`config.mk`:
```
export PLATFORM = sky130hd
export DESIGN_NAME = branch_predictor
export DESIGN_NICKNAME = d
export VERILOG_FILES = /design/src/rtl/branch_predictor.sv
export SDC_FILE = /design/constraint.sdc
export NUM_CORES = 1
export LEC_CHECK = 0
export BUFFER_PORTS_ARGS = -buffer_cell sky130_fd_sc_hd__buf_4
export CAP_MARGIN = 20
export CORE_UTILIZATION = 45
export DETAILED_ROUTE_END_ITERATION = 12
export PLACE_DENSITY_LB_ADDON = 0.15
export SLEW_MARGIN = 20
export SYNTH_ARGS = -nofsm -noshare
export SYNTH_HDL_FRONTEND = slang
export SYNTH_SLANG_ARGS = --single-unit
export TNS_END_PERCENT = 20
```
`constraint.sdc`:
```
create_clock -name clk -period 4.9 [get_ports clk]
set_input_delay 0 -clock clk [delete_from_list [all_inputs] [get_ports clk]]
set_output_delay 0 -clock clk [all_outputs]
set_load 0.05 [all_outputs]
```
`src/rtl/branch_predictor.sv`:
```
// Dynamic branch predictor feeding the IF-stage PC select.
//
// A direct-mapped BTB of 2**IDX_BITS entries, each holding a valid bit, a tag,
// a 32-bit target and a 2-bit saturating counter. Lookup is combinational and
// zero-latency. Updates from EX are registered, so they become visible to
// lookups from the following cycle.
//
// Ports:
//   clk, rst        clock; synchronous active-low reset
//   lookup_en       IF stage advancing this cycle (gates hit_cnt only)
//   lookup_pc       PC being fetched
//   pred_taken      prediction for lookup_pc (combinational)
//   pred_target     predicted target, 0 on a BTB miss (combinational)
//   upd_en          a conditional branch resolved in EX this cycle
//   upd_pc          address of the resolved branch
//   upd_taken       actual outcome
//   upd_target      actual taken target
//   upd_mispredict  prediction for that branch was wrong (qualified by upd_en)
//   flush_all       invalidate every BTB entry
//   hit_cnt         cycles with lookup_en & pred_taken (wraps)
//   mispred_cnt     cycles with upd_en & upd_mispredict (wraps)

module branch_predictor #(
  parameter int unsigned IDX_BITS = 3,
  parameter int unsigned PC_BITS  = 12
) (
  input  logic        clk,
  input  logic        rst,
  input  logic        lookup_en,
  input  logic [31:0] lookup_pc,
  output logic        pred_taken,
  output logic [31:0] pred_target,
  input  logic        upd_en,
  input  logic [31:0] upd_pc,
  input  logic        upd_taken,
  input  logic [31:0] upd_target,
  input  logic        upd_mispredict,
  input  logic        flush_all,
  output logic [31:0] hit_cnt,
  output logic [31:0] mispred_cnt
);

  localparam int unsigned Entries = 1 << IDX_BITS;
  localparam int unsigned TagBits = PC_BITS - 2 - IDX_BITS;

  logic                valid_q  [Entries];
  logic [TagBits-1:0]  tag_q    [Entries];
  logic [31:0]         target_q [Entries];
  logic [1:0]          ctr_q    [Entries];
  logic [31:0]         hit_cnt_q;
  logic [31:0]         mispred_cnt_q;

  logic [IDX_BITS-1:0] lk_idx;
  logic [TagBits-1:0]  lk_tag;
  logic                lk_hit;
  logic [IDX_BITS-1:0] up_idx;
  logic [TagBits-1:0]  up_tag;
  logic                up_hit;
  logic [1:0]          up_ctr;
  logic [1:0]          ctr_inc;
  logic [1:0]          ctr_dec;

  // Lookup: reads the current (pre-update) contents, no bypass from upd_*.
  always_comb begin
    lk_idx      = lookup_pc[IDX_BITS+1:2];
    lk_tag      = lookup_pc[PC_BITS-1:IDX_BITS+2];
    lk_hit      = valid_q[lk_idx] && (tag_q[lk_idx] == lk_tag);
    pred_taken  = lk_hit && ctr_q[lk_idx][1];
    pred_target = lk_hit ? target_q[lk_idx] : 32'h0;
  end

  always_comb begin
    up_idx  = upd_pc[IDX_BITS+1:2];
    up_tag  = upd_pc[PC_BITS-1:IDX_BITS+2];
    up_hit  = valid_q[up_idx] && (tag_q[up_idx] == up_tag);
    up_ctr  = ctr_q[up_idx];
    ctr_inc = (up_ctr == 2'b11) ? 2'b11 : up_ctr + 2'b01;
    ctr_dec = (up_ctr == 2'b00) ? 2'b00 : up_ctr - 2'b01;
  end

  always_ff @(posedge clk) begin
    if (!rst) begin
      for (int i = 0; i < Entries; i++) begin
        valid_q[i]  <= 1'b0;
        tag_q[i]    <= '0;
        target_q[i] <= 32'h0;
        ctr_q[i]    <= 2'b01;
      end
      hit_cnt_q     <= 32'h0;
      mispred_cnt_q <= 32'h0;
    end else begin
      // Flush only clears valid bits; counters and targets are kept.
      if (flush_all) begin
        for (int i = 0; i < Entries; i++) begin
          valid_q[i] <= 1'b0;
        end
      end else if (upd_en) begin
        if (up_hit) begin
          if (upd_taken) begin
            ctr_q[up_idx]    <= ctr_inc;
            target_q[up_idx] <= upd_target;
          end else begin
            ctr_q[up_idx]    <= ctr_dec;
          end
        end else if (upd_taken) begin
          // Allocate weakly-taken so the very next lookup predicts taken.
          valid_q[up_idx]  <= 1'b1;
          tag_q[up_idx]    <= up_tag;
          target_q[up_idx] <= upd_target;
          ctr_q[up_idx]    <= 2'b10;
        end
      end

      if (lookup_en && pred_taken) begin
        hit_cnt_q <= hit_cnt_q + 32'd1;
      end
      if (upd_en && upd_mispredict) begin
        mispred_cnt_q <= mispred_cnt_q + 32'd1;
      end
    end
  end

  assign hit_cnt     = hit_cnt_q;
  assign mispred_cnt = mispred_cnt_q;

endmodule

```
==> results of run 1 <==
## registers in the layout, summed over array words and instances, names as in the netlist
signal       cells
ctr_q           16
tag_q           56
mispred_cnt     32
valid_q          8
hit_cnt         32
target_q       256
## power by group through the flow
stage	clock (W)	combinational, W	sequential (W)
after global placement	0	0.000557	0.00393
after global routing	0.00337	0.000634	0.00388
after floorplan	0	0.000354	0.00393
after detailed placement	0	0.000563	0.00394
final	0.00320	0.000590	0.00387
after CTS	0.00325	0.000596	0.00387
## logic make-up after synthesis
kind of cell             count (synthesis)
multiplexers                           151
AO/OA/AOI/OAI                          138
flip-flops                             400
buffers and inverters                  122
adder cells (fa/ha/maj)                  2
AND/OR/NAND/NOR                        579
XOR/XNOR                                42
## layout by cell type, fill, tap and decap left out, types with 10 or more instances in the layout
cell             n
edfxtp_1       328
and3_1         225
buf_4          193
and2_1         101
mux4_2          90
nor2_1          76
dfxtp_1         72
mux2i_1         58
dlygate4sd3_1   48
nand2_1         45
clkbuf_16       45
nand3_1         35
a21oi_1         33
o21ai_0         26
xor2_1          24
o31ai_1         21
or4_1           20
xnor2_1         18
clkbuf_1        17
nand4_1         15
inv_1           10
nor3_1          10
nand2b_1        10
## worst paths after layout
check,from,to,depth (start not counted)
max,tag_q[6][0],pred_target[13],8
min,lookup_pc[8],hit_cnt[2],6
max reg2reg,tag_q[6][0],hit_cnt[20],7
min reg2reg,hit_cnt[31],hit_cnt[31],2
## metrics by stage
| stage | instances | util [%] | cell area (um^2) | total power [W] |
|---|---|---|---|---|
| 6_report | 2181 | 55.0 | 22700 | 0.00766 |
| 5_1_grt | 2181 | 55.0 | 22700 | 0.00788 |
| 4_1_cts | 2180 | 55.0 | 22600 | 0.00772 |
| 3_5_place_dp | 2049 | 50.4 | 20800 | 0.00450 |
| 3_3_place_gp | 2048 | 50.4 | 20800 | 0.00449 |
| 2_1_floorplan | 1434 | - | 19000 | 0.00428 |
## Yosys cell counts (all sizes together) (15+ instances only)
master / number / share of area [%]
o21ai: 34 / 0.90
edfxtp: 328 / 52
or4: 20 / 0.79
xor2: 24 / 1.1
o31ai: 21 / 0.83
and2: 101 / 3.3
clkbuf: 85 / 1.7
and3: 225 / 7.4
mux4: 90 / 11
dfxtp: 72 / 7.6
xnor2: 18 / 0.83
nand3: 35 / 0.92
mux2i: 58 / 3.1
buf: 26 / 0.64
nand2: 47 / 0.93
nand4: 15 / 0.49
nor2: 81 / 1.6
a21oi: 33 / 0.87
## per-layer routing
metal  vias up  wire length [um]  part of all wire [%]  GRT usage (%)
met5         -                 0                     0              0
met4         0               964                   1.9           6.54
met3        66              2800                   5.6           2.80
met2       390             25200                    50           40.0
met1      6486             21400                    42           31.8
li1       5868                 -                     -              -
## cell type report
cell class,instances,share of cell area (%)
Multi-Input combinational cell,912,32.3
Clock inverter,16,0.547
Clock buffer,67,5.56
Tap cell,532,2.94
Antenna cell,1,0.0110
Sequential cell,400,49.8
Timing Repair Buffer,242,8.61
Inverter,11,0.182
## worst register-to-register path, stage by stage, from the launching register on
cell and delay, ns:
edfxtp_1 0.39, mux4_2 0.47, mux2i_1 0.18, xnor2_1 0.13, nor4_2 0.41, nand4_1 0.75
or4_1 0.74, a21oi_1 0.14
## timing repair
action	4_1_cts	5_1_grt
endpoints found under the setup margin	0	0
hold endpoints to repair	335	0
hold buffers	48	0
buffers inserted	0	0
==> impl_metrics.env, run 1 <==
export IMPL_status="finished clean"
export IMPL_die_area_mm2=0.0430
export IMPL_cp_arrival_ns=3.47
export IMPL_cp_start_kind="flip-flop"
export IMPL_fmax_mhz=288
export IMPL_drive_gt1_share_pct=22.4
export IMPL_tightest_slew_ns=0.888
export IMPL_port_buffers=155
export IMPL_cap_violations=0
export IMPL_path_common_cell="buf_4"
export IMPL_skew_ns=0.0190
export IMPL_critical_path_buf_inv_count=2
export IMPL_gp_congestion=0.800
export IMPL_nets=1717
export IMPL_ys_types=49
export IMPL_cp_cell_sequence="mux4_2, mux2i_1, xnor2_1, nor4_2, nand2_2, buf_4, nor2_1, buf_4"
export IMPL_synth_xor_area_share_pct=1.94
export IMPL_netlist_instances=1434
export IMPL_synth_fp_nets=1539
export IMPL_post_route_period_util_pct=70.8
export IMPL_hold_ws_ns=0.0548
export IMPL_postCtsResizedCells=0
export IMPL_postSynthAreaPerCell_um2=13.2
export IMPL_end_kind="output pin"
export IMPL_leakage_nw=8.86
export IMPL_path_delay_family="simple AND/OR/NAND/NOR gates"
export IMPL_swShare_pct=22.8
export IMPL_track_usage_pct=23.5
export IMPL_first_global_vias=12800
export IMPL_dpl_hpwl_um=29900
export IMPL_cts_root_buf="clkbuf_16"
export IMPL_cts_buffers=45
export IMPL_regArea_mm2=0.0113
export IMPL_p_sw_w=0.00174
export IMPL_drt_wirelength_per_cell_um=23.1
export IMPL_antenna_found_initial=1
export IMPL_synth_top_family_by_area="simple AND/OR/NAND/NOR gates"
export IMPL_synth_compound_area_share_pct=4.66
export IMPL_seq_area_frac_synth_pct=59.5
export IMPL_pwr_density_cell_mw_per_mm2=338
export IMPL_multi_input_area_mm2=0.00732
export IMPL_slew_headroom_pct=40.6
export IMPL_fillers=3417
export IMPL_pwr_share_seq_pct=50.5
export IMPL_ios=200
export IMPL_syn2layout_area_growth_pct=19.3
export IMPL_synth_adder_area_share_pct=0.132
export IMPL_required_ns=4.90
export IMPL_holdCritPathClass="primary input to flip-flop"
export IMPL_first_pass_iters=5
export IMPL_criticalPathCategory="flip-flop to output pin"
export IMPL_viasPerCell=5.87
export IMPL_grt_max_degree=96
export IMPL_p_comb_share_pct=7.7
export IMPL_finalSetupViolCount=0
export IMPL_r2r_setup_slack_ns=1.62
export IMPL_period_minus_slack_ns=3.47
export IMPL_die_h_um=207
export IMPL_core_area_mm2=0.0412
export IMPL_slew_viol_final=0
export IMPL_die_x_um=207
export IMPL_synth_edf_count=328
export IMPL_wirelength_um=50400
export IMPL_synthArstFlopShare_pct=0
export IMPL_yosys_area_share_simple_pct=17.3
export IMPL_clk_latency_ns=0.58
export IMPL_p_clk_share_pct=41.8
export IMPL_cp_slowest_cell="mux4_2"
export IMPL_initial_core_util_pct=46.1
export IMPL_rsz0062_at_grt="false"
export IMPL_route_detailed_drc=0
export IMPL_p_int_w=0.00591
export IMPL_finalHoldViolCount=0
export IMPL_critPathMaxStageDelay_ns=0.47
export IMPL_path_max_fanout=21
export IMPL_synth_seq_cells=400
export IMPL_cts_sinks=400
export IMPL_cts_max_path_buffers=3
export IMPL_fin_setup_tns_ns=0
export IMPL_yosysWarnings=0
export IMPL_rows=74
export IMPL_grt_pass1_wl_um=77100
export IMPL_yosys_mux_area_fraction_pct=13.9
export IMPL_dp_slack_ns=1.37
export IMPL_drt_iter0_drc=1052
export IMPL_max_vdd_ir_drop_v=0.000252
export IMPL_synth_area_mm2=0.0190
export IMPL_cts_tree="yes"
export IMPL_fin_ws_ns=1.43
export IMPL_num_vias=12800
export IMPL_drtAntennaViolNets=0
export IMPL_overflow=0
export IMPL_cts_clk_slew_worst_paths_ns=0.06
export IMPL_synth_top_flop_cell="edfxtp_1"
export IMPL_h_tree_depth=2
Power figures use the tool's default switching activity.
==> inputs of run 2 (changes only) <==
==> constraint.sdc (replaced) <==
create_clock -name clk -period 3.1 [get_ports clk]
set_input_delay 0 -clock clk [delete_from_list [all_inputs] [get_ports clk]]
set_output_delay 0 -clock clk [all_outputs]
set_load 0.05 [all_outputs]
==> impl_metrics.env, run 2 (synthesis gave the netlist of run 1 again) <==
export IMPL_required_ns=3.10
export IMPL_gp_congestion=0.830
export IMPL_rsz0062_at_grt="true"
export IMPL_clk_latency_ns=0.56
export IMPL_post_route_period_util_pct=96.0
export IMPL_cp_arrival_ns=2.98
export IMPL_slew_headroom_pct=35.3
export IMPL_ios=200
export IMPL_tightest_slew_ns=0.971
export IMPL_period_minus_slack_ns=2.98
export IMPL_cp_start_kind="flip-flop"
export IMPL_dpl_hpwl_um=29200
export IMPL_h_tree_depth=2
export IMPL_antenna_cells=0
export IMPL_dp_slack_ns=0.155
export IMPL_status="finished clean"
export IMPL_viasPerCell=5.82
export IMPL_reg_top3="target_q x256, tag_q x56"
export IMPL_first_pass_iters=5
export IMPL_overflow=0
export IMPL_path_max_fanout=11
export IMPL_antenna_found_initial=0
export IMPL_cts_buffers=44
export IMPL_largest_reg_flops=256
export IMPL_nets=1744
export IMPL_cts_max_path_buffers=3
export IMPL_endpoint="pred_target[27]"
export IMPL_drtAntennaViolNets=0
export IMPL_first_global_vias=12700
export IMPL_route_detailed_drc=0
export IMPL_die_h_um=207
export IMPL_port_buffers=155
export IMPL_placedInstanceArea_mm2=0.0211
export IMPL_leakage_nw=9.05
export IMPL_core_area_mm2=0.0412
export IMPL_cts_clk_slew_worst_paths_ns=0.06
export IMPL_fillers=3367
export IMPL_p_total_w=0.0121
export IMPL_final_common_cell="edfxtp_1"
export IMPL_num_vias=12800
export IMPL_track_usage_pct=23.3
export IMPL_syn2layout_area_growth_pct=21.7
export IMPL_fmax_mhz=336
export IMPL_crit_path_start="tag_q[4][4]"
export IMPL_finalSetupViolCount=0
export IMPL_pwr_density_cell_mw_per_mm2=523
export IMPL_grt_max_degree=98
export IMPL_fin_ws_ns=0.124
export IMPL_cts_root_buf="clkbuf_16"
export IMPL_finalInstanceArea_mm2=0.0231
export IMPL_cts_sinks=400
export IMPL_holdCritPathClass="primary input to flip-flop"
export IMPL_die_x_um=207
export IMPL_timing_rr_end="hit_cnt[7]"
export IMPL_drt_wirelength_per_cell_um=22.9
export IMPL_drive_gt1_share_pct=25.0
export IMPL_top_register="target_q"
export IMPL_grt_pass1_wl_um=76700
export IMPL_worst_r2r_path_depth=8
export IMPL_wirelength_um=50500
export IMPL_r2r_setup_slack_ns=0.14
export IMPL_criticalPathCategory="flip-flop to output pin"
export IMPL_initial_core_util_pct=46.1
export IMPL_max_vdd_ir_drop_v=0.000359
export IMPL_finalHoldViolCount=0
export IMPL_skew_ns=0.0131
export IMPL_end_kind="output pin"
export IMPL_slew_viol_final=0
export IMPL_rows=74
export IMPL_r2r_start="tag_q[7][5]"
export IMPL_post_route_util_pct=56.1
export IMPL_cap_violations=0
export IMPL_die_area_mm2=0.0430
export IMPL_cts_tree="yes"
export IMPL_drt_iter0_drc=1035
export IMPL_final_cell_mix="edfxtp_1 (328), and3_1 (225), buf_4 (198)"
-- run 2: changes by cell type in the layout (fill, tap and decap cells not counted), sizes merged --
cell,before,now
diode,1,0
buf,194,225
clkbuf,67,60
bufinv,1,3
inv,12,13
dlygate4sd3,48,43
-- run 2: layer usage --
metal,track usage [%],vias to the layer above,wire (um)
li1,-,5913,-
met1,31.4,6409,21400
met2,38.9,435,24800
met3,4.28,67,3430
met4,5.84,0,922
met5,0,-,0
-- run 2: worst min-delay path by stage --
stage	startpoint	end	slack, ns	depth (start not counted)
final	rst	hit_cnt[6]	0.03	3
after global placement	upd_mispredict	mispred_cnt[1]	0.32	4
after detailed placement	upd_mispredict	mispred_cnt[1]	0.32	4
after CTS	rst	hit_cnt[6]	0.02	3
after floorplan	upd_target[0]	target_q[0][0]	0.20	1
after global routing	rst	hit_cnt[6]	0.008	3
-- run 2: through the flow --
stage	hold slack, ns	cells	TNS (ns)
final	0.0274	2202	0
after global routing	0.00825	2202	-0.533
after CTS	0.0225	2198	0
after detailed placement	0.324	2078	0
after global placement	0.324	2078	0
after floorplan	0.198	1434	-91.31
-- run 2: repair_timing --
action | CTS | global route
gates resized for setup | 6 | 45
pin swaps | 0 | 2
gates cloned | 0 | 2
hold buffers | 43 | 0
buffers inserted | 0 | 2
endpoints found under the setup margin | 6 | 20
endpoints found under the hold margin | 316 | 0
-- run 2: worst max-delay path, stage by stage (launching register included) --
cell and delay, ns:
edfxtp_1 0.40, mux4_2 0.50, mux2i_4 0.23, xnor2_2 0.10
nor4_2 0.30, buf_4 0.20, nand2_8 0.10, clkbuf_16 0.23
nor2_2 0.15, buf_6 0.17
-- run 2: layout make-up --
class                   count  area, um^2  share of cell area (%)
clock buffers              58        1170                    5.08
clock inverters            19         168                   0.725
flip-flops and latches    400       11300                    48.9
repair buffers            270        2340                    10.1
multi-input cells         912        7430                    32.2
well taps                 532         666                    2.88
inverters                  11        41.3                   0.179
-- run 2: power by group --
group          total [W]  internal, W  switching, W
sequential       0.00611      0.00604     0.0000732
clock            0.00500      0.00291       0.00209
combinational   0.000973     0.000432      0.000541
total             0.0121      0.00938       0.00271
==> inputs of run 3 (changes only) <==
--- a/config.mk
+++ b/config.mk
@@ -7,6 +7,7 @@
 export LEC_CHECK = 0
 export BUFFER_PORTS_ARGS = -buffer_cell sky130_fd_sc_hd__buf_4
 export CAP_MARGIN = 20
+export CORE_MARGIN = 4
 export CORE_UTILIZATION = 45
 export DETAILED_ROUTE_END_ITERATION = 12
 export PLACE_DENSITY_LB_ADDON = 0.15
==> impl_metrics.env, run 3 (synthesis gave the netlist of run 1 again) <==
export IMPL_status="finished clean"
export IMPL_pwr_share_seq_pct=50.8
export IMPL_antenna_found_initial=1
export IMPL_cp_slowest_cell="mux4_2"
export IMPL_cp_start_kind="flip-flop"
export IMPL_first_global_vias=12900
export IMPL_core_area_mm2=0.0413
export IMPL_path_delay_family="multiplexers"
export IMPL_r2r_start="tag_q[6][5]"
export IMPL_cts_clk_slew_worst_paths_ns=0.06
export IMPL_track_usage_pct=22.1
export IMPL_swShare_pct=22.3
export IMPL_first_pass_iters=5
export IMPL_reg_top3="target_q x256, tag_q x56"
export IMPL_nets=1737
export IMPL_holdCritPathClass="primary input to flip-flop"
export IMPL_rsz0062_at_grt="false"
export IMPL_slew_headroom_pct=35.5
export IMPL_h_tree_depth=2
export IMPL_period_minus_slack_ns=2.97
export IMPL_wirelength_um=50700
export IMPL_post_route_util_pct=55.5
export IMPL_largest_reg_flops=256
export IMPL_crit_path_start="tag_q[7][5]"
export IMPL_p_comb_share_pct=8.1
export IMPL_criticalPathCategory="flip-flop to output pin"
export IMPL_drt_iter0_drc=1039
export IMPL_cts_sinks=400
export IMPL_overflow=0
export IMPL_dp_slack_ns=0.267
export IMPL_dpl_hpwl_um=30200
export IMPL_gp_congestion=0.854
export IMPL_critPathMaxStageDelay_ns=0.51
export IMPL_syn2layout_area_growth_pct=20.6
export IMPL_initial_core_util_pct=46.0
export IMPL_post_route_period_util_pct=95.9
export IMPL_final_common_cell="edfxtp_1"
export IMPL_required_ns=3.10
export IMPL_viasPerCell=5.84
export IMPL_cp_arrival_ns=2.97
export IMPL_cp_cell_sequence="mux4_2, mux2i_2, xor2_1, and4_2, nand2_2, buf_4, nor2_2, buf_4"
export IMPL_grt_max_degree=88
export IMPL_skew_ns=0.00986
export IMPL_cts_root_buf="clkbuf_16"
export IMPL_tightest_slew_ns=0.964
export IMPL_drtAntennaViolNets=0
export IMPL_hp_start="lookup_pc[7]"
export IMPL_cap_violations=0
export IMPL_grt_pass1_wl_um=77100
export IMPL_end_kind="output pin"
export IMPL_path_common_cell="buf_4"
export IMPL_clk_latency_ns=0.56
export IMPL_port_buffers=155
export IMPL_num_vias=12800
export IMPL_cts_max_path_buffers=3
export IMPL_cts_buffers=44
export IMPL_rows=74
export IMPL_final_cell_mix="edfxtp_1 (328), and3_1 (225), buf_4 (209)"
export IMPL_die_h_um=213
export IMPL_antenna_cells=0
export IMPL_drive_gt1_share_pct=23.9
export IMPL_critical_path_buf_inv_count=2
export IMPL_die_x_um=213
export IMPL_cts_tree="yes"
export IMPL_die_area_mm2=0.0455
export IMPL_leakage_nw=8.97
export IMPL_pwr_density_cell_mw_per_mm2=525
export IMPL_fmax_mhz=336
export IMPL_hold_ws_ns=0.0237
export IMPL_finalHoldViolCount=0
export IMPL_fin_ws_ns=0.127
export IMPL_max_vdd_ir_drop_v=0.000356
export IMPL_drt_wirelength_per_cell_um=23.1
export IMPL_slew_viol_final=0
export IMPL_route_detailed_drc=0
export IMPL_p_clk_share_pct=41.1
export IMPL_top_register="target_q"
export IMPL_path_max_fanout=11
export IMPL_p_int_w=0.00934
export IMPL_p_total_w=0.0120
export IMPL_p_sw_w=0.00268
export IMPL_ios=200
export IMPL_finalSetupViolCount=0
-- run 3: worst register-to-register path, cell delays in order, from the launching register on --
cell,delay [ns]
edfxtp_1,0.38
mux4_2,0.48
mux2i_1,0.21
xnor2_1,0.10
nor3_1,0.42
buf_4,0.21
a21oi_1,0.18
o31ai_1,0.43
-- run 3: final cells by class --
| cell class | count | area [um^2] |
|---|---|---|
| Clock buffer | 64 | 1210 |
| Clock inverter | 15 | 134 |
| Fill cell | 3453 | 18400 |
| Inverter | 11 | 41.3 |
| Multi-Input combinational cell | 912 | 7370 |
| Sequential cell | 400 | 11300 |
| Tap cell | 532 | 666 |
| Timing Repair Buffer | 263 | 2190 |
-- run 3: through the flow --
step	cell area, um^2	cells	setup TNS (ns)
2_1_floorplan	19000	1434	-91.31
3_3_place_gp	21100	2073	0
3_5_place_dp	21100	2073	0
4_1_cts	22900	2196	0
5_1_grt	22900	2197	0
6_report	22900	2197	0
-- run 3: final timing paths --
check	end	depth (start not counted)	slack [ns]
setup / recovery	pred_target[25]	8	0.13
hold / removal	hit_cnt[2]	6	0.02
setup reg to reg	ctr_q[1][0]	7	0.34
hold reg to reg	hit_cnt[31]	2	0.48
-- run 3: what timing repair did --
action	in CTS	in global routing
pin swaps	0	1
setup endpoints to repair	12	30
endpoints found under the hold margin	319	0
setup buffers	0	1
hold buffers	44	0
resized for setup	7	6
-- run 3: per-layer routing --
metal / vias up / share of wire, % / GRT usage, % / wire length (um)
met4: 2 / 1.9 / 5.30 / 962
met2: 348 / 49 / 36.9 / 24800
met3: 70 / 5.5 / 3.82 / 2780
met5: - / 0.014 / 0 / 7
met1: 6501 / 44 / 30.7 / 22100
li1: 5900 / - / - / -
-- run 3: power by group through the flow --
stage | Clock [W] | Sequential, W | Combinational, W
3_5_place_dp | 0 | 0.00623 | 0.000920
6_report | 0.00494 | 0.00611 | 0.000973
3_3_place_gp | 0 | 0.00621 | 0.000910
4_1_cts | 0.00505 | 0.00611 | 0.000976
5_1_grt | 0.00527 | 0.00613 | 0.00104
2_1_floorplan | 0 | 0.00621 | 0.000560
